`src/rtl/network_sequencer.sv`:
```
// Sequencer for one stochastic inference of the bitstream network: load, warm-up, flush, count window, done.
// Optional macro SEQ_CONTINUOUS_EN: start seen in DONE chains straight into another counting window.
module network_sequencer #(
  parameter int WARMUP_CYCLES = 4,
  parameter int WINDOW_LENGTH = 256,
  parameter int CNT_WIDTH     = $clog2(((WARMUP_CYCLES > WINDOW_LENGTH) ? WARMUP_CYCLES
                                                                        : WINDOW_LENGTH) + 1)
) (
  input  logic        clk,
  input  logic        rst,
  input  logic        start,
  input  logic        abort,
  output logic        net_n_rst,
  output logic        load_inputs,
  output logic        compute,
  output logic        busy,
  output logic        done,
  output logic [15:0] window_count
);

  typedef enum logic [2:0] {
    IDLE   = 3'd0,
    LOAD   = 3'd1,
    WARMUP = 3'd2,
    RUN    = 3'd3,
    DONE   = 3'd4
  } state_t;

  localparam logic [CNT_WIDTH-1:0] WARMUP_LAST = CNT_WIDTH'(WARMUP_CYCLES - 1);
  localparam logic [CNT_WIDTH-1:0] WINDOW_LAST = CNT_WIDTH'(WINDOW_LENGTH - 1);
  localparam logic [CNT_WIDTH-1:0] CNT_ONE     = CNT_WIDTH'(1);

  state_t                state_q, state_d;
  logic [CNT_WIDTH-1:0]  cnt_q, cnt_d;

  always_ff @(posedge clk or posedge rst) begin
    if (rst) begin
      state_q      <= IDLE;
      cnt_q        <= '0;
      window_count <= '0;
    end else begin
      state_q <= state_d;
      cnt_q   <= cnt_d;
      if (state_q == DONE) window_count <= window_count + 16'd1;
    end
  end

  // The counter restarts from zero on every state change, so each phase counts from its first cycle.
  always_comb begin
    state_d = state_q;
    cnt_d   = cnt_q;
    case (state_q)
      IDLE: begin
        cnt_d = '0;
        if (start && !abort) state_d = LOAD;
      end
      LOAD: begin
        cnt_d   = '0;
        state_d = abort ? IDLE : WARMUP;
      end
      WARMUP: begin
        if (abort) begin
          state_d = IDLE;
          cnt_d   = '0;
        end else if (cnt_q == WARMUP_LAST) begin
          state_d = RUN;
          cnt_d   = '0;
        end else begin
          cnt_d = cnt_q + CNT_ONE;
        end
      end
      RUN: begin
        if (abort) begin
          state_d = IDLE;
          cnt_d   = '0;
        end else if (cnt_q == WINDOW_LAST) begin
          state_d = DONE;
          cnt_d   = '0;
        end else begin
          cnt_d = cnt_q + CNT_ONE;
        end
      end
      DONE: begin
        cnt_d = '0;
`ifdef SEQ_CONTINUOUS_EN
        // The capture pulse just cleared the integrators, so a new window needs no reload or warm-up.
        state_d = (start && !abort) ? RUN : IDLE;
`else
        state_d = IDLE;
`endif
      end
      default: begin
        state_d = IDLE;
        cnt_d   = '0;
      end
    endcase
  end

  // Outputs decode only registered state and counter; abort therefore takes effect from the next cycle.
  assign busy        = (state_q != IDLE);
  assign net_n_rst   = (state_q == WARMUP) || (state_q == RUN) || (state_q == DONE);
  assign load_inputs = (state_q == LOAD);
  assign done        = (state_q == DONE);
  assign compute     = ((state_q == WARMUP) && (cnt_q == WARMUP_LAST)) ||
                       ((state_q == RUN)    && (cnt_q == WINDOW_LAST));

endmodule

```
`config.mk`:
```
export PLATFORM = sky130hd
export DESIGN_NAME = network_sequencer
export DESIGN_NICKNAME = d
export VERILOG_FILES = /design/src/rtl/network_sequencer.sv
export SDC_FILE = /design/constraint.sdc
export NUM_CORES = 1
export LEC_CHECK = 0
export ABC_AREA = 1
export BUFFER_PORTS_ARGS = -buffer_cell sky130_fd_sc_hd__buf_2
export CORE_MARGIN = 2
export CORE_UTILIZATION = 50
export DETAILED_ROUTE_END_ITERATION = 10
export GPL_ROUTABILITY_DRIVEN = 0
export HOLD_SLACK_MARGIN = 0.12
export PLACE_DENSITY = 0.72
export RECOVER_POWER = 25
export SLEW_MARGIN = 20
export SYNTH_ARGS = -nofsm -noshare
export SYNTH_HDL_FRONTEND = slang
export SYNTH_SLANG_ARGS = --single-unit
```
`constraint.sdc`:
```
create_clock -name clk -period 2.07 [get_ports clk]
set_input_delay 0.1035 -clock clk [delete_from_list [all_inputs] [get_ports clk]]
set_output_delay 0.1035 -clock clk [all_outputs]
set_load 0.01 [all_outputs]
```
# --- Yosys cells after proc, flatten, opt, wreduce, memory -nomap -nowiden ---
# Cells that the tools add are included.
op_classes:
  n_eq_ne: 9
  muxes: 12
  reduce_logical: 10
  add_sub_neg: 2
op_table:
  columns: ["operator", "count"]
  rows:
  - ["9-bit two-way mux", 4]
  - ["9-bit one-hot mux with 2 select lines", 1]
  - ["16-bit by 1-bit adder with 16-bit output, second input constant", 1]
  - ["3-bit two-way mux", 5]
  - ["3-bit one-hot mux with 4 select lines", 1]
  - ["9-bit by 1-bit adder with 9-bit output, second input constant", 1]
  - ["9-bit by 2-bit equality test with 1-bit output, second input constant", 1]
  - ["9-bit by 8-bit equality test with 1-bit output, second input constant", 1]
  - ["3-bit by 2-bit equality test with 1-bit output, second input constant", 2]
  - ["3-bit inequality test, second input constant", 2]
  - ["3-bit by 1-bit equality test with 1-bit output, second input constant", 1]
  - ["3-bit equality test, second input constant", 1]
  - ["1-bit logical AND", 3]
  - ["3-bit zero test", 1]
  - ["1-bit logical OR", 3]
  - ["3-bit AND reduction", 1]
  - ["3-bit nonzero test", 1]
  - ["2-bit two-way mux", 1]
  - ["2-bit inequality test, second input constant", 1]
  - ["1-bit zero test", 1]
word_totals:
  ff_bits: 28
  in_bits: 4
  out_inout_bits: 21
  word_cells: 36

# --- Logic depth before layout (Yosys ltp) ---
logic_depth:
  depth_word: 4
  mapped_depth: 12
  ltp_nobuf: 12

# --- Least setup slack after synthesis ---
# No wires, ideal clock.
synth_path:
  path_kind: "reg2reg"
  start: "reg cnt_q[0]"
  end: "reg state_q[2]"
  path_slack_ps: 367
  arrival_ps: 1584
  stages_incl_launch_ff: 12
  synth_period_minus_slack_ps: 1703
  path_buffers: 0
  t_required_ps: 1950
  setup_ps: 120
  cell_sequence: "dfrtp_1 > ha_1 > nand3_1 > nor2_1 > nand2_1 > nor2_1 > ha_1 > inv_1 > nand2_1 > nor2_2 > nor2_1 > and3_1"
synth_between:
  elab_chain_cells: 3
  elab_cells_between_ends: 5
  cone_classes: "4 x eq/ne; 1 x reduce/logical"
synth_lines:
  columns: ["element", "line", "source"]
  rows:
  - ["from (decl)", "34", "logic [CNT_WIDTH-1:0] cnt_q, cnt_d;"]
  - ["from (signal assigned)", "43", "cnt_q <= cnt_d;"]
  - ["9-bit by 8-bit equality test with 1-bit output / 9-bit by 2-bit equality test with 1-bit output (equally long branches)", "76, 65", null]
  - ["3-bit inequality test (no line)", null, null]
  - ["3-bit AND reduction (no line) (*)", null, null]
  - ["to (signal assigned)", "42", "state_q <= state_d;"]
  - ["to (decl)", "33", "state_t state_q, state_d;"]
# Every way passes the cells marked *; elsewhere a longest branch is shown, timed or not.
# A chain may end at the register's enable or synchronous reset.

# --- Worst setup path in the final report ---
layout_path:
  start: "reg cnt_q[1]"
  end: "out compute"
layout_between:
  elab_chain_cells: 3
  elab_cells_between_ends: 5
  cone_classes: "2 x eq/ne; 3 x reduce/logical"
layout_lines:
  columns: ["element", "line", "source"]
  rows:
  - ["9-bit by 2-bit equality test with 1-bit output / 9-bit by 8-bit equality test with 1-bit output (equally long branches)", "104, 105", null]
  - ["1-bit logical AND (on tied branches)", "104, 105", null]
  - ["1-bit logical OR (*)", "104", "assign compute = ((state_q == WARMUP) && (cnt_q == WARMUP_LAST)) ||"]
  - ["to (decl)", "15", "output logic compute,"]
# Marks and branches as above.

==> out/summary.txt <==
Global Route Usage Sum: 0.190
Synth Register Bits: 28
Layout cells sized above 1: 0.275
Final setup viols: 0
Initial Util: 0.533
Tot Pwr: 1.29 mW
Most used DFF post-synth: dfrtp_1
Synth Area per Inst: 8.65 sq um
Dpl hpwl: 2.05 mm
Max-cap violations: 0
Yosys cell types: 23
TritonRoute pass-1 iters: 7
Buffers added on ports: 24
CP max FO: 2
Routed vias: 1210
Post-synth EDFFs: 0
Wire per inst: 11.9 um
Stages on worst setup path: 9
DP Cell Count: 229
Crit path to: compute
Post-Route WL: 2.87 mm
Num CTS Buffers: 3
CTS root buffer: clkbuf_4
Ordered cell list for the critical path: ha_2, nand3_2, nor2_2, nand2_1, nor2_2, ha_1, inv_1, o22ai_1, buf_2
Post-synth top area share: 0.468
Delay-heaviest family, CP: simple AND/OR/NAND/NOR gates
Setup crit end kind: primary output
CORE AREA: 0.00281 sq mm
Reg2Reg Depth: 11
Reg2reg setup slack: 0.28 ns
Final Cycle Share: 0.953
Die height: 58.7 um
Syn Inst Count: 173
R2R Path End: state_q[2]
Mapped Nets: 181
Number of synthesis warnings: 0
DR iter-0 viols: 72
Worst skew pair latency: 0.32 ns
Sequential fraction of the synthesis area: 0.468
Worst-margin pin slew: 1.45 ns
Most common cell on crit path: nor2_2
CP Launch Type: flop
Final antenna diode count: 0
Worst Path Arrival: 1.87 ns
Outcome: finished with violations
Pleak: 0.907 nW
DR DRC count: 1
Largest net degree at the start of global routing: 29
Top post-synthesis cells by area: dfrtp_1, nand2_1, inv_1
CTS tree: built
Critical R2R Launch: cnt_q[1]
Die width: 58.7 um
Fin. max-slew vios: 0
Congestion Overflow GR: 0
Vias in the first global route: 1188
Hold Vio Cnt, Final: 0
Filler cells: 265
Layout net count: 220
Max_slew headroom: 0.0361
Critical Setup Path Class: flop to primary output
CTS Sinks: 28
Peak supply drop: 0.000361 V
Htree depth: 1
Max Root-Sink Buffers: 2
Power Density: 718 mW/mm^2
Synthesized area: 0.00150 sq mm
Post-synth ARST share: 1.00
Synth area leader: dfrtp_1
Failing checks: design-rule violations
Initial antenna violation count: 0
Number of cell rows: 19
Fmax: 507 MHz
First-pass GRT wire length: 4.97 mm
Io pins: 25
CTS clk-pin slew, worst paths: 0.15 ns
Die area: 0.00345 sq mm
Critical path's slowest cell: dfrtp_1
Slowest stage delay, CP: 0.39 ns
Final Skew: 0.00613 ns
Req. time, crit path: 1.97 ns
Hold Crit Class: input pin to flop
Avg Vias per Cell: 5.00
Fin cells: 242
Buffers & Inverters on Critical Path: 2
Area Overhead vs Synth: 20.1%
CP Launch Point: cnt_q[1]
Antenna-violating nets left: 0
Final min period: 1.97 ns
cell usage after synthesis, types with 2 or more instances:
cell	count
nor2_4	4
inv_1	21
dfrtp_1	28
o21ai_1	2
nand3b_1	2
nand3_1	10
nand4_1	5
xnor2_1	7
xor2_1	8
nand2_2	3
nor3_1	4
nand3_2	4
nor2_2	3
nand2_1	39
nor2_1	21
ha_1	4
inv_2	2
power by group:
| group | internal (mW) | leakage [nW] | total [mW] | switching (mW) |
|---|---|---|---|---|
| registers | 0.587 | 0.387 | 0.637 | 0.0507 |
| clock network | 0.196 | 0.0279 | 0.353 | 0.157 |
| logic | 0.121 | 0.492 | 0.299 | 0.178 |
| total | 0.903 | 0.907 | 1.29 | 0.386 |
registers in the layout, summed over array words and instances (netlist names):
signal / flops
cnt_q: 9
state_q: 3
window_count: 16
layer usage:
metal,share of wire,track usage,vias up
met5,0,0,-
met4,0.017,0.0877,0
met3,0.036,0.0264,4
met2,0.54,0.339,24
met1,0.40,0.227,562
li1,-,-,620
worst reg2reg max path, delay by kind of cell (launching register included):
kind          cells  cell delay, ns
simple gates      8            0.96
flops             1            0.39
buf+inv           1            0.05
fa+ha+maj         2            0.34
stage by stage:
stage / setup slack (ns) / util / setup TNS (ns) / hold WS, ns / cell area (sq um)
2_1_floorplan: 0.367 / - / 0 / 0.169 / 1500
3_3_place_gp: 0.304 / 0.593 / 0 / 0.185 / 1660
3_5_place_dp: 0.209 / 0.593 / 0 / 0.186 / 1660
4_1_cts: 0.0226 / 0.620 / 0 / 0.210 / 1740
5_1_grt: -0.0472 / 0.641 / -0.0472 / 0.256 / 1800
6_report: 0.0978 / 0.641 / 0 / 0.234 / 1800
kinds of logic (layout without fill, tap and decap cells):
group                    count (synthesis)  count (layout)  share of synthesized area
AO/OA/AOI/OAI                            5               5                     0.0251
XOR/XNOR                                15              15                     0.0878
adder cells (fa/ha/maj)                  4               4                     0.0334
buffers and inverters                   24              62                     0.0636
flip-flops                              28              28                      0.468
AND/OR/NAND/NOR                         97              97                      0.322
worst min path at each step:
| stage | from | endpoint | slack, ns | cells past startpoint |
|---|---|---|---|---|
| after detailed placement | rst | cnt_q[8] | 0.19 | 3 |
| after CTS | start | state_q[0] | 0.21 | 5 |
| final | start | state_q[0] | 0.23 | 5 |
| after global placement | rst | state_q[2] | 0.19 | 3 |
| after global routing | start | state_q[0] | 0.26 | 5 |
| after floorplan | rst | cnt_q[0] | 0.17 | 1 |
cell usage in the layout, fill, tap and decap left out:
| cell | instances |
|---|---|
| o22ai_1 | 1 |
| nor3_1 | 4 |
| clkbuf_1 | 1 |
| inv_6 | 1 |
| and3_1 | 1 |
| nor2_2 | 5 |
| a21oi_1 | 1 |
| ha_2 | 1 |
| ha_1 | 3 |
| buf_4 | 7 |
| dfrtp_1 | 28 |
| nor2_1 | 19 |
| nand3_1 | 9 |
| nand3b_1 | 2 |
| nand2_1 | 39 |
| a21oi_4 | 1 |
| inv_2 | 2 |
| xnor2_1 | 7 |
| nand2_4 | 1 |
| xor2_1 | 8 |
| nor2_4 | 4 |
| nand2_2 | 3 |
| buf_2 | 24 |
| inv_1 | 21 |
| o21ai_1 | 2 |
| nand3_2 | 5 |
| nand4_1 | 5 |
| bufinv_16 | 1 |
| dlygate4sd3_1 | 2 |
| clkbuf_4 | 3 |
layout make-up:
cell class                      instances  area [sq um]  share of cell area
Multi-Input combinational cell        121           713               0.397
Sequential cell                        28           701               0.390
Inverter                               24          95.1              0.0529
Clock buffer                            3          22.5              0.0125
Timing Repair Buffer                   34           196               0.109
Clock inverter                          1          30.0              0.0167
Tap cell                               31          38.8              0.0216
repair_timing:
item | 4_1_cts | 5_1_grt
gates resized for setup | 1 | 3
pin swaps | 0 | 3
hold buffers | 2 | 0
endpoints found under the hold margin | 29 | 0
setup buffers | 0 | 7
setup endpoints to repair | 1 | 6
Power figures use the tool's default switching activity.
